==> config.mk <==
export PLATFORM = sky130hd
export DESIGN_NAME = mem_access_unit
export DESIGN_NICKNAME = d
export VERILOG_FILES = /design/src/rtl/mem_access_unit.sv
export SDC_FILE = /design/constraint.sdc
export NUM_CORES = 1
export LEC_CHECK = 0
export ABC_AREA = 1
export CAP_MARGIN = 0
export CORE_MARGIN = 3
export CORE_UTILIZATION = 63
export CTS_CLUSTER_DIAMETER = 30
export DETAILED_ROUTE_END_ITERATION = 7
export DONT_BUFFER_PORTS = 1
export GPL_TIMING_DRIVEN = 0
export MAX_ROUTING_LAYER = met4
export PLACE_DENSITY = 0.79
export SKIP_CTS_REPAIR_TIMING = 1
export SYNTH_ARGS = -nofsm -noshare
export SYNTH_HDL_FRONTEND = slang
export SYNTH_SLANG_ARGS = --single-unit
==> constraint.sdc <==
create_clock -name clk -period 2.7 [get_ports clk]
set_input_delay 0.81 -clock clk [delete_from_list [all_inputs] [get_ports clk]]
set_output_delay 0.81 -clock clk [all_outputs]
set_load 0.02 [all_outputs]
==> src/rtl/mem_access_unit.sv <==
`default_nettype none
// ============================================================================
// Module   : mem_access_unit
// Purpose  : MEM-stage load/store unit. Runs a req/ack bus access, stalls the
//            pipeline while it is in flight, and formats load data.
// Revision : 1.0 - initial release
// ============================================================================
module mem_access_unit #(
    parameter int TIMEOUT = 15
) (
    input  logic        clk,
    input  logic        rst_n,
    input  logic        MemWriteM,
    input  logic        ResultSrcM,
    input  logic [2:0]  Funct3M,
    input  logic [31:0] ALUResultM,
    input  logic [31:0] WriteDataM,
    output logic        StallM,
    output logic [31:0] ReadDataM,
    output logic        MisalignM,
    output logic        BusErrM,
    output logic        mem_req,
    output logic        mem_we,
    output logic [31:0] mem_addr,
    output logic [3:0]  mem_be,
    output logic [31:0] mem_wdata,
    input  logic        mem_ack,
    input  logic [31:0] mem_rdata
);

    typedef enum logic [1:0] {
        S_IDLE = 2'd0,
        S_BUSY = 2'd1,
        S_DONE = 2'd2
    } state_t;

    localparam logic [7:0] c_last = 8'(TIMEOUT - 1);

    state_t      r_state, w_next;
    logic [7:0]  r_cnt;
    logic        r_err, r_load;
    logic [2:0]  r_f3;
    logic [1:0]  r_off;
    logic        w_access, w_illegal, w_start, w_timeout;
    logic [3:0]  w_be;
    logic [31:0] w_wdata, w_fmt;
    logic [7:0]  w_byte;
    logic [15:0] w_half;

    assign w_access  = MemWriteM | ResultSrcM;
    assign w_start   = (r_state == S_IDLE) & w_access & ~w_illegal;
    assign w_timeout = (r_cnt == c_last);
    assign MisalignM = w_access & w_illegal;
    assign StallM    = w_start | (r_state == S_BUSY);
    assign mem_req   = (r_state == S_BUSY);
    assign BusErrM   = (r_state == S_DONE) & r_err;

    always_comb begin
        w_illegal = 1'b0;
        w_be      = 4'b1111;
        w_wdata   = WriteDataM;
        case (Funct3M[1:0])
            2'b00: begin
                w_be    = 4'b0001 << ALUResultM[1:0];
                w_wdata = {4{WriteDataM[7:0]}};
            end
            2'b01: begin
                w_illegal = ALUResultM[0];
                w_be      = ALUResultM[1] ? 4'b1100 : 4'b0011;
                w_wdata   = {2{WriteDataM[15:0]}};
            end
            2'b10:   w_illegal = (ALUResultM[1:0] != 2'b00);
            default: w_illegal = 1'b1;
        endcase
    end

    // Load formatting uses the offset/size latched at issue, not the live inputs
    always_comb begin
        w_byte = mem_rdata[7:0];
        case (r_off)
            2'd1:    w_byte = mem_rdata[15:8];
            2'd2:    w_byte = mem_rdata[23:16];
            2'd3:    w_byte = mem_rdata[31:24];
            default: w_byte = mem_rdata[7:0];
        endcase
        w_half = r_off[1] ? mem_rdata[31:16] : mem_rdata[15:0];
        case (r_f3[1:0])
            2'b00:   w_fmt = {{24{~r_f3[2] & w_byte[7]}}, w_byte};
            2'b01:   w_fmt = {{16{~r_f3[2] & w_half[15]}}, w_half};
            default: w_fmt = mem_rdata;
        endcase
    end

    always_comb begin
        w_next = r_state;
        case (r_state)
            S_IDLE:  if (w_start) w_next = S_BUSY;
            S_BUSY:  if (mem_ack || w_timeout) w_next = S_DONE;
            S_DONE:  w_next = S_IDLE;
            default: w_next = S_IDLE;
        endcase
    end

    always_ff @(posedge clk or negedge rst_n) begin
        if (!rst_n) begin
            r_state   <= S_IDLE;
            r_cnt     <= 8'd0;
            r_err     <= 1'b0;
            r_load    <= 1'b0;
            r_f3      <= 3'd0;
            r_off     <= 2'd0;
            mem_we    <= 1'b0;
            mem_addr  <= 32'd0;
            mem_be    <= 4'd0;
            mem_wdata <= 32'd0;
            ReadDataM <= 32'd0;
        end else begin
            r_state <= w_next;
            case (r_state)
                S_IDLE: begin
                    if (w_start) begin
                        mem_we    <= MemWriteM;
                        r_load    <= ~MemWriteM;
                        mem_addr  <= {ALUResultM[31:2], 2'b00};
                        mem_be    <= w_be;
                        mem_wdata <= w_wdata;
                        r_f3      <= Funct3M;
                        r_off     <= ALUResultM[1:0];
                        r_cnt     <= 8'd0;
                        r_err     <= 1'b0;
                    end
                end
                S_BUSY: begin
                    // An ack on the final allowed cycle takes priority over timeout
                    if (mem_ack) begin
                        if (r_load) ReadDataM <= w_fmt;
                    end else if (w_timeout) begin
                        r_err <= 1'b1;
                        if (r_load) ReadDataM <= 32'd0;
                    end else begin
                        r_cnt <= r_cnt + 8'd1;
                    end
                end
                S_DONE:  r_err <= 1'b0;
                default: r_err <= 1'b0;
            endcase
        end
    end

endmodule
`default_nettype wire
---- Word level (Yosys, flattened, before mapping) ----
Index checks and enable logic that the tools add are counted.
W data, S select, Z words.
operators by class
  shifts and indexed selects .............. 1
  equal/unequal tests ..................... 14
  multiplexer cells ....................... 22
  bitwise logic cells ..................... 11
  $add $sub $neg .......................... 1
  reductions and logical operators ........ 12
operator list
  operator               count
  $mux W32               4
  $pmux W32 S2           2
  $mux W8                3
  $pmux W8 S3            1
  $mux W16               1
  $pmux W8 S2            1
  $add A8 B1 Y8 const B  1
  $eq A2 B1 Y1 const B   4
  $eq A2 B2 Y1 const B   4
  $eq A8 B4 Y1 const B   1
  $pmux W4 S2            1
  $and A1 B1 Y1          6
  $logic_not A2 Y1       3
  $ne A2 B2 Y1 const B   3
  $reduce_and A3 Y1      2
  $reduce_bool A2 Y1     3
  $mux W2                2
  $mux W4                1
  $ne A2 B1 Y1 const B   2
  $pmux W2 S2            1
  $reduce_and A2 Y1      2
  $reduce_and A4 Y1      1
  $shl A1 B2 Y4 const A  1
  $mux W1                3
  other kinds (5)        8
word-level totals
  flip-flop bits (word level) ............. 116

---- Logic depth before layout (Yosys ltp) ----
  word-level depth ........................ 6
  depth in mapped cells ................... 10
  mapped depth without buffers ............ 8

---- Worst setup path after synthesis ----
OpenSTA, ideal clock, no wires.
  path type ............................... input -> output
  from .................................... in Funct3M[1]
  to ...................................... out StallM
  data arrival time ....................... 1737 ps
  setup slack ............................. 153 ps
  stages on the path ...................... 8
  buffers on the path ..................... 3
  path through ............................ buf_6 nor2_4 inv_2 nand3_2 nand2_2 buf_6 buf_2 nand2_1
between the ends
  word-level cells in the longest chain between the ends .. 5
ends and longest elaborated chain
  item                                        RTL line  text
  start, declared                             15        input logic [2:0] Funct3M,
  $eq A2 B2 Y1, or another cell as far along  62        case (Funct3M[1:0])
  $pmux W1 S3 *                               62
  $not A1 Y1 *                                51        assign w_start = (r_state == S_IDLE) & w_access & ~w_illegal;
  $and A1 B1 Y1 *                             51
  $or A1 B1 Y1 *                              54        assign StallM = w_start | (r_state == S_BUSY);
  end, declared                               18        output logic StallM,
Mark *: on every way between the ends. The rest lies on a longest branch, timed or not.

---- Worst setup path after layout ----
Ends and elaborated chain as after synthesis.

==> flow_summary.ini <==
[place]
place_congestion = 0.8999
port_buffers = 0
dp_hpwl_um = 10870
placed_area_sq_mm = 0.005718

[cells_and_area]
final_cell_area_sq_mm = 0.006281
final_common_cell = nand2_1
layout_common_cells = nand2_1 (302), dfrtp_1 (116), o21ai_0 (49)
finish.utilization = 0.7457
n_antenna_cell = 0
fillCellCount = 645
drive_gt1_frac = 0.1077
area_growth_syn_to_layout_pct = 12.51
nets = 845

[route]
dr.pass1.iters = 5
routedWlPerCell_um = 17.64
postRouteAntennaNets = 0
dr.first_iter.drc_count = 243
routed_via_density = 5.792
routed_wl_um = 15120
vias = 4964
drc = 0

[pwr]
powerDensity_mw_per_mm2 = 1247
irDropWorstVdd_uv = 708.2
p_leak_nw = 3.347

[worst_setup_path]
crit_fanout = 19
crit_slowest_cell = nor2_4
crit_path_cell_trace = buf_6, nor2_4, inv_2, nand3_2, nand2_2, buf_6, nand2_2
critical_path.startpoint = Funct3M[1]
end_kind = output port
critPathRequiredTime_ns = 1.89
regToRegEndpoint = ReadDataM[24]
worstSetupEndpoint = StallM
critPathMaxStageDelay_ns = 0.22
r2r-start = r_cnt[0]
r2r_slack_ns = 0.94
start_kind = input port
reg2regPathDepth = 8
arrival_ns = 1.71
critPathKind = in -> out

[die]
initial_core_util = 0.6628
dieArea_sq_mm = 0.01003
core-area_sq_mm = 0.008423
die-width_um = 100.1
rows = 33
die_h_um = 100.1
ios = 209

[global_routing]
grt_pass1_vias = 4890
track_usage = 0.3165
grt_max_degree = 117
grt_first_pass_wirelength_um = 24010
gr-total-overflow = 0
antenna_found_initial = 0

[sta]
hold_viol = 8
setup_viol = 0
finClkSkew_ns = 0.01165
whs_ns = -0.01195
fin_crit_sh = 0.9346
period_needed_ns = 2.524
fmaxAchievable_mhz = 396.3
tns_ns = 0
worst_pin_slew_ns = 0.6283
slew_viol_final = 0
rsz0062_at_grt = no
max_slew_margin = 0.5779

[status]
violations = hold timing
status = complete, but fails checks

[synth]
syn_area_sq_mm = 0.005583
yosys.cell_types.count = 29
synth_warnings = 0
avgSynthCellArea_sq_um = 7.754
netlist_instances = 720
ys_ff_latch = 116
yosysSeqAreaShare = 0.5199

[cts]
clock_sinks = 116
clkLatencyLatePin_ns = 0.52
ctsRootBufferMaster = clkbuf_8
cts_tree = yes
cts_buffers = 17
clk_pin_slew_worst_paths_ns = 0.06
clock_path_buffers = 2
cts_htree_levels = 4

[worst_hold_path]
worstHoldPathType = in -> async

[flow_run]
maxCapViolCount = 0
metal layers:
| layer | track usage | share of wire | wire length, um | up-vias |
|---|---|---|---|---|
| li1 | - | - | - | 2316 |
| met3 | 0.1001 | 0.11 | 1654 | 28 |
| met4 | 0.1109 | 0.020 | 303 | 0 |
| met5 | - | 0 | 0 | - |
| met2 | 0.4964 | 0.49 | 7346 | 262 |
| met1 | 0.3894 | 0.38 | 5814 | 2358 |
worst min-delay path by stage:
stage                    endpoint  startpoint  slack, ns  depth (start not counted)
finish                   r_cnt[6]       rst_n      -0.01                          0
global route        mem_wdata[28]       rst_n      -0.04                          0
CTS                 mem_wdata[14]       rst_n      -0.03                          0
detailed placement       r_cnt[6]       rst_n       0.52                          0
global placement           r_load      r_load       0.50                          2
floorplan                  r_load      r_load       0.47                          2
power by group:
group | switching, mW | internal, mW | total [mW]
Combinational | 1.15 | 0.649 | 1.80
Clock | 0.889 | 1.24 | 2.13
Sequential | 1.44 | 2.46 | 3.90
synthesized netlist by cell type, drive strengths merged:
cell type | instances | area share
nor3 | 1 | 0.00090
ha | 2 | 0.0045
o21a | 1 | 0.0013
clkbuf | 8 | 0.0054
o21bai | 2 | 0.0027
dfrtp | 116 | 0.52
conb | 1 | 0.00067
buf | 30 | 0.034
nand4 | 2 | 0.0022
nand2 | 305 | 0.21
o211ai | 6 | 0.0081
a21oi | 35 | 0.032
o2111ai | 1 | 0.0016
xor2 | 5 | 0.0078
nand3 | 48 | 0.046
nor2 | 42 | 0.032
or2 | 6 | 0.0067
inv | 47 | 0.032
o21ai | 62 | 0.056
worst max-delay path: cells and delay by family:
family / cells / cell delay, ns
and+or+nand+nor: 4 / 0.53
buffers and inverters: 3 / 0.37
final cells by class:
class	count	area, sq um	area share
buffer	37	215.2	0.03426
tap	105	131.4	0.02092
multi-input combinational	520	2288	0.3643
inverter	47	181.4	0.02888
sequential	116	2903	0.4622
clock buffer	17	414.1	0.06594
clock inverter	15	147.6	0.02351
metrics by stage:
stage	std cells	power, mW	setup slack, ns
after floorplan	721	5.119	0.1532
after global placement	826	5.575	-0.05592
after detailed placement	826	5.682	-0.07851
after CTS	858	7.835	-0.1035
after global routing	857	8.266	0.1056
final	857	7.831	0.1765
flip-flops by register name (all words and copies together), names as in the netlist:
signal and flops:
r_cnt 8, mem_we 1, r_off 2, mem_addr 30, mem_wdata 32, r_load 1
mem_be 4, r_err 1, r_state 2, ReadDataM 32, r_f3 3
logic make-up after synthesis:
| family | synth area share |
|---|---|
| adder cells (fa/ha/maj) | 0.004482 |
| AO/OA/AOI/OAI | 0.1013 |
| buffers and inverters | 0.07194 |
| AND/OR/NAND/NOR | 0.2938 |
| XOR/XNOR | 0.007844 |
| other | 0.0006717 |
| flip-flops | 0.5199 |
No activity file was read; power rests on OpenSTA's default activity.
